[config.mk]
export PLATFORM = sky130hd
export DESIGN_NAME = rule_priority_merge
export DESIGN_NICKNAME = d
export VERILOG_FILES = /design/src/rtl/rule_priority_merge.sv
export SDC_FILE = /design/constraint.sdc
export NUM_CORES = 1
export LEC_CHECK = 0
export CAP_MARGIN = 0
export CELL_PAD_IN_SITES_DETAIL_PLACEMENT = 0
export CELL_PAD_IN_SITES_GLOBAL_PLACEMENT = 1
export CORE_MARGIN = 3
export CORE_UTILIZATION = 25
export DETAILED_ROUTE_END_ITERATION = 7
export PLACE_DENSITY_LB_ADDON = 0.1
export SLEW_MARGIN = 20
export SYNTH_ARGS = -nofsm -noshare
export SYNTH_HDL_FRONTEND = slang
export SYNTH_SLANG_ARGS = --single-unit
[constraint.sdc]
create_clock -name clk -period 2.2 [get_ports clk]
set_input_delay 0.55 -clock clk [delete_from_list [all_inputs] [get_ports clk]]
set_output_delay 0.55 -clock clk [all_outputs]
set_load 0.1 [all_outputs]
[src/rtl/rule_priority_merge.sv]
// Two-lane lowest-rule-ID merge: 3 pipelines -> min per lane, queued
// in show-ahead FIFOs with drop/miss statistics. Ports per lane L=1,2.
module rule_priority_merge_lane #(
  parameter int RULE_ID    = 14,
  parameter int FIFO_DEPTH = 8,
  parameter int CNT_WIDTH  = 16
) (
  input  logic                 clk,
  input  logic                 RSTn,
  input  logic [RULE_ID-1:0]   rule0,
  input  logic                 act0,
  input  logic [RULE_ID-1:0]   rule1,
  input  logic                 act1,
  input  logic [RULE_ID-1:0]   rule2,
  input  logic                 act2,
  input  logic                 valid,
  output logic                 out_valid,
  input  logic                 out_ready,
  output logic [RULE_ID-1:0]   out_rule,
  output logic                 out_hit,
  output logic [CNT_WIDTH-1:0] drop_cnt,
  output logic [CNT_WIDTH-1:0] miss_cnt
);
  localparam int AW = $clog2(FIFO_DEPTH);
  localparam logic [AW:0] FULL = (AW+1)'(FIFO_DEPTH);

  logic [RULE_ID-1:0] a01;
  logic               a01_v;
  logic               s1_valid;
  logic               s1_a01_v;
  logic [RULE_ID-1:0] s1_a01;
  logic               s1_p2_v;
  logic [RULE_ID-1:0] s1_p2;
  logic [RULE_ID-1:0] res_rule;
  logic               res_hit;

  always_comb begin
    a01_v = act0 | act1;
    a01   = rule0;
    if (act1 && (!act0 || rule1 < rule0))
      a01 = rule1;
  end

  always_ff @(posedge clk or negedge RSTn) begin
    if (!RSTn) begin
      s1_valid <= 1'b0;
      s1_a01_v <= 1'b0;
      s1_a01   <= '0;
      s1_p2_v  <= 1'b0;
      s1_p2    <= '0;
    end else begin
      s1_valid <= valid;
      s1_a01_v <= a01_v;
      s1_a01   <= a01;
      s1_p2_v  <= act2;
      s1_p2    <= rule2;
    end
  end

  // S2 result is registered directly into the FIFO entry, which keeps
  // the input-to-out_valid latency at two clocks.
  always_comb begin
    res_hit  = s1_a01_v | s1_p2_v;
    res_rule = '1;
    if (s1_a01_v && (!s1_p2_v || s1_a01 <= s1_p2))
      res_rule = s1_a01;
    else if (s1_p2_v)
      res_rule = s1_p2;
  end

  logic [RULE_ID:0] mem [FIFO_DEPTH];
  logic [AW-1:0]    wr_ptr;
  logic [AW-1:0]    rd_ptr;
  logic [AW:0]      count;
  logic             full;
  logic             pop;
  logic             wr;
  logic             drop;
  logic [RULE_ID:0] head;

  assign full = (count == FULL);
  assign pop  = (count != '0) && out_ready;
  // When full, a same-cycle pop frees the slot the write needs.
  assign wr   = s1_valid && (!full || pop);
  assign drop = s1_valid && full && !pop;

  always_ff @(posedge clk) begin
    if (wr)
      mem[wr_ptr] <= {res_hit, res_rule};
  end

  always_ff @(posedge clk or negedge RSTn) begin
    if (!RSTn) begin
      wr_ptr   <= '0;
      rd_ptr   <= '0;
      count    <= '0;
      drop_cnt <= '0;
      miss_cnt <= '0;
    end else begin
      if (wr)
        wr_ptr <= wr_ptr + 1'b1;
      if (pop)
        rd_ptr <= rd_ptr + 1'b1;
      unique case ({wr, pop})
        2'b10:   count <= count + 1'b1;
        2'b01:   count <= count - 1'b1;
        default: count <= count;
      endcase
      if (drop && drop_cnt != '1)
        drop_cnt <= drop_cnt + 1'b1;
      if (s1_valid && !res_hit && miss_cnt != '1)
        miss_cnt <= miss_cnt + 1'b1;
    end
  end

  assign head      = mem[rd_ptr];
  assign out_valid = (count != '0);
  assign out_rule  = out_valid ? head[RULE_ID-1:0] : '0;
  assign out_hit   = out_valid ? head[RULE_ID] : 1'b0;
endmodule

module rule_priority_merge #(
  parameter int RULE_ID    = 14,
  parameter int FIFO_DEPTH = 8,
  parameter int CNT_WIDTH  = 16
) (
  input  logic                 clk,
  input  logic                 RSTn,
  input  logic [RULE_ID-1:0]   rule_pipe0_in1,
  input  logic [RULE_ID-1:0]   rule_pipe1_in1,
  input  logic [RULE_ID-1:0]   rule_pipe2_in1,
  input  logic [RULE_ID-1:0]   rule_pipe0_in2,
  input  logic [RULE_ID-1:0]   rule_pipe1_in2,
  input  logic [RULE_ID-1:0]   rule_pipe2_in2,
  input  logic                 act_valid_pipe0_in1,
  input  logic                 act_valid_pipe1_in1,
  input  logic                 act_valid_pipe2_in1,
  input  logic                 act_valid_pipe0_in2,
  input  logic                 act_valid_pipe1_in2,
  input  logic                 act_valid_pipe2_in2,
  input  logic                 valid_pipe0_in1,
  input  logic                 valid_pipe0_in2,
  output logic                 out_valid_1,
  output logic                 out_valid_2,
  input  logic                 out_ready_1,
  input  logic                 out_ready_2,
  output logic [RULE_ID-1:0]   out_rule_1,
  output logic [RULE_ID-1:0]   out_rule_2,
  output logic                 out_hit_1,
  output logic                 out_hit_2,
  output logic [CNT_WIDTH-1:0] drop_cnt_1,
  output logic [CNT_WIDTH-1:0] drop_cnt_2,
  output logic [CNT_WIDTH-1:0] miss_cnt_1,
  output logic [CNT_WIDTH-1:0] miss_cnt_2
);
  rule_priority_merge_lane #(
    .RULE_ID(RULE_ID), .FIFO_DEPTH(FIFO_DEPTH), .CNT_WIDTH(CNT_WIDTH)
  ) u_lane1 (
    .clk(clk), .RSTn(RSTn),
    .rule0(rule_pipe0_in1), .act0(act_valid_pipe0_in1),
    .rule1(rule_pipe1_in1), .act1(act_valid_pipe1_in1),
    .rule2(rule_pipe2_in1), .act2(act_valid_pipe2_in1),
    .valid(valid_pipe0_in1),
    .out_valid(out_valid_1), .out_ready(out_ready_1),
    .out_rule(out_rule_1), .out_hit(out_hit_1),
    .drop_cnt(drop_cnt_1), .miss_cnt(miss_cnt_1)
  );

  rule_priority_merge_lane #(
    .RULE_ID(RULE_ID), .FIFO_DEPTH(FIFO_DEPTH), .CNT_WIDTH(CNT_WIDTH)
  ) u_lane2 (
    .clk(clk), .RSTn(RSTn),
    .rule0(rule_pipe0_in2), .act0(act_valid_pipe0_in2),
    .rule1(rule_pipe1_in2), .act1(act_valid_pipe1_in2),
    .rule2(rule_pipe2_in2), .act2(act_valid_pipe2_in2),
    .valid(valid_pipe0_in2),
    .out_valid(out_valid_2), .out_ready(out_ready_2),
    .out_rule(out_rule_2), .out_hit(out_hit_2),
    .drop_cnt(drop_cnt_2), .miss_cnt(miss_cnt_2)
  );
endmodule
==> results of run 1 <==
==> worst reg2reg max path: stages, from the launching register on <==
cell and delay (ps):
dfrtp_1 430, ha_4 280, nand4_1 130, buf_4 180, o41ai_4 340, buf_4 200, buf_8 140, nand3_2 80
o21ai_1 100, buf_4 130, a41oi_4 30, buf_12 170
==> repair_timing <==
item / CTS / global route
setup endpoints to repair: 258 / 281
cloned: 5 / 3
pin swaps: 40 / 36
buffers inserted: 43 / 24
gates resized for setup: 131 / 79
hold buffers: 1 / 0
endpoints found under the hold margin: 19 / 0
==> stage by stage <==
step           std cells  TNS, ps  utilization [%]  power (mW)
6_report            2875   -59390             38.1        34.5
5_1_grt             2873   -84080             38.1        36.2
4_1_cts             2853   -48750             37.3        34.5
3_5_place_dp        2720   -93510             33.9        25.9
3_3_place_gp        2720   -86690             33.9        25.8
2_1_floorplan       1370    -5730                -        19.4
==> cell type report <==
type	count	area, um2	area share [%]
Sequential cell	386	10900	39.6
Multi-Input combinational cell	814	8040	29.2
Clock inverter	14	125	0.454
Tap cell	950	1190	4.31
Clock buffer	71	1360	4.92
Antenna cell	2	5.00	0.0182
Inverter	101	389	1.41
Timing Repair Buffer	537	5520	20.0
==> layer usage <==
layer	part of all wire [%]	track usage, %	vias up
met5	0.062	0	-
met4	1.7	3.22	4
met3	4.2	2.85	61
met2	49	23.5	217
met1	45	18.8	6594
li1	-	-	6264
==> synthesized netlist by cell type (15+ instances only) <==
| library cell | number | area share (%) |
|---|---|---|
| dfrtp_1 | 146 | 20 |
| nand2_1 | 91 | 1.9 |
| buf_2 | 15 | 0.41 |
| nor2_1 | 95 | 1.9 |
| xor2_1 | 22 | 1.0 |
| o211ai_1 | 28 | 1.1 |
| inv_1 | 101 | 2.1 |
| a41oi_2 | 20 | 1.8 |
| mux4_2 | 60 | 7.3 |
| mux2i_1 | 30 | 1.6 |
| a21oi_1 | 23 | 0.63 |
| nand3_1 | 57 | 1.5 |
| o21ai_0 | 35 | 0.95 |
| o2111ai_1 | 57 | 2.7 |
| clkbuf_1 | 50 | 1.0 |
| a31oi_1 | 29 | 0.99 |
| ha_1 | 68 | 4.6 |
| edfxtp_1 | 240 | 39 |
| xnor2_1 | 47 | 2.2 |
| nand4_1 | 26 | 0.88 |
==> layout by cell type (no fill, tap or decap), types with 40 or more instances in the layout <==
| master | instances |
|---|---|
| nor2_1 | 65 |
| dfrtp_1 | 101 |
| clkdlybuf4s50_1 | 94 |
| edfxtp_1 | 240 |
| ha_1 | 54 |
| buf_4 | 323 |
| mux4_2 | 60 |
| buf_12 | 81 |
| xnor2_1 | 47 |
| dfrtp_2 | 43 |
| nand2_1 | 89 |
| nand3_1 | 40 |
| clkbuf_16 | 48 |
| inv_1 | 87 |
| o2111ai_1 | 56 |
==> registers in the layout, summed over array words and instances, names as in the netlist, 3 cells and up <==
signal,flops
u_lane2.mem,120
u_lane2.count,4
u_lane1.s1_p2,14
u_lane2.s1_p2,14
u_lane1.count,4
u_lane1.wr_ptr,3
u_lane2.drop_cnt,16
u_lane1.mem,120
u_lane2.s1_a01,14
u_lane2.miss_cnt,16
u_lane1.drop_cnt,16
u_lane2.rd_ptr,3
u_lane1.s1_a01,14
u_lane1.miss_cnt,16
u_lane1.rd_ptr,3
u_lane2.wr_ptr,3
==> worst min path at each step <==
stage,to,slack [ps]
finish,u_lane2.drop_cnt[4],390
global route,u_lane1.s1_p2[2],380
CTS,u_lane1.s1_p2[9],360
detailed placement,u_lane2.drop_cnt[6],430
global placement,u_lane2.drop_cnt[0],420
floorplan,u_lane1.count[0],250
==> power groups by stage <==
stage	Sequential, mW	Combinational, mW	Clock (mW)
6_report	9.68	17.4	7.41
5_1_grt	9.80	18.4	8.01
4_1_cts	9.71	17.1	7.72
3_5_place_dp	9.83	16.1	0
3_3_place_gp	9.80	16.0	0
2_1_floorplan	10.4	9.02	0
==> logic make-up (layout without fill, tap and decap cells) <==
| logic type | count (synthesis) | in the layout |
|---|---|---|
| simple gates | 343 | 343 |
| mux | 97 | 97 |
| xor+xnor | 69 | 69 |
| buf+inv | 170 | 723 |
| flops | 386 | 386 |
| other cells | 0 | 2 |
| compound gates | 235 | 235 |
| fa+ha+maj | 70 | 70 |
==> qor.csv, run 1 <==
metric,value,unit
status,"complete, but fails checks",
failing checks,setup timing,
layout cells sized above 1,41.8,%
Netlist Area Pre-Place,18400,um2
initial antenna violation count,4,
P_int,20.8,mW
Worst path max stage delay,490,ps
Pleak,10.6,nW
Std-Cell Rows,98,
"Buf+Inv Stages, Crit Path",4,
FF-to-FF path depth,11,
clock share of power,21.5,%
CTS tree,yes,
vias,13140,
primary flip-flop cell chosen by synthesis mapping,edfxtp_1,
DR iter-0 viols,637,
kind of end point of the critical path,primary output,
r2r endpoint,u_lane1.mem[7][6],
CP Launch Type,flip-flop,
clk_lat worst skew,580,ps
Cell Pwr Density,1250,nW/um2
DIE HEIGHT,277,um
worst hold path type,in2async,
"Max FO, Critical Path",7,
CP top delay family,multiplexers,
Comb power frac,50.5,%
Mapped Cells,1370,
peak supply drop,1.65,mV
Worst-Margin Slew,523,ps
"Distinct cells, synth",67,
Root Buffer,clkbuf_16,
Post-synth EDFFs,240,
Critical Setup Path Class,reg2out,
DP Wirelength,37300,um
Psw,13.7,mW
# setup viols final,257,
total die area,76900,um2
Core Region,72200,um2
share of synthesized flip-flops with an asynchronous set or reset,37.8,%
Syn Nets,1536,
Syn-to-layout area delta,49.7,%
Critical Path Source,u_lane2.rd_ptr[0],
mux cell area share after synthesis,9.40,%
DP Worst Slack,-600,ps
Critical Path Sink,out_rule_2[5],
"Reg clk slew, reported paths",60,ps
RSZ-0062 raised after global routing,true,
highest-delay cell along the critical path,mux4_2,
Buffers on Ports,191,
Final Hold Viols,0,
adder-cell share of the synthesized area,4.84,%
register area share after synthesis,59.0,%
post-route ant nets,0,
CTS sink cnt,386,
Sequential Power Share,28.1,%
DR vias/cell,4.57,
filler instances,6934,
fraction of the mapped netlist area in compound gates,10.5,%
Crit path depth,7,
DRT Pass-1 Iters,5,
Routed WL per cell,19.1,um
H-tree levels,2,
Die X,277,um
GPL Wtd Cong,0.797,
number of global-route vias before repair,13934,
Simple-Gate Fraction of Synth Area,9.33,%
final instance area,27500,um2
"Slew Viols, Final",0,
Synth Warn #,0,
Bufs on Longest Clock Path,3,
I/O pin total,192,
worst setup skew after layout,11.2,ps
largest net degree at the start of global routing,58,
first-pass GRT wire length,84700,um
reg-to-reg startpoint,u_lane1.s1_a01[5],
CP Data Required Time,1650,ps
fmax,0.352,GHz
Rel. slew slack,65.0,%
grt total ovfl,0,
TritonCTS Buffers,46,
nets,2052,
setup ws final,-642,ps
Total Routing Usage GR,14.1,%
Final min period,2840,ps
worst path arrival time,2290,ps
worst path cell trace,buf_12 -> buf_4 -> mux4_2 -> mux2i_2 -> buf_4 -> nor2_4 -> buf_12,
Post-DP Area,24500,um2
DRC errors left,0,
switching part of the total,39.6,%
initial core utilization,25.5,%
xor-xnor portion of the synthesized cell area,3.28,%
WL final,54800,um
"Avg Cell Area, Syn",13.4,um2
final period utilization,129,%
Yosys reg bits,386,
max_cap viols,0,
main combinational cell family by area after synthesis,compound AO/OA/AOI/OAI gates,
r2r setup slk,-270,ps
final hold slack,394,ps
Note: power is estimated with default switching activity, not from simulation.
==> run 2, diff against run 1 <==
Settings changed: CTS_CLUSTER_DIAMETER set to 150.
==> results of run 2 <==
Same layout as run 1: the final DEF is identical, and so are final timing and power.
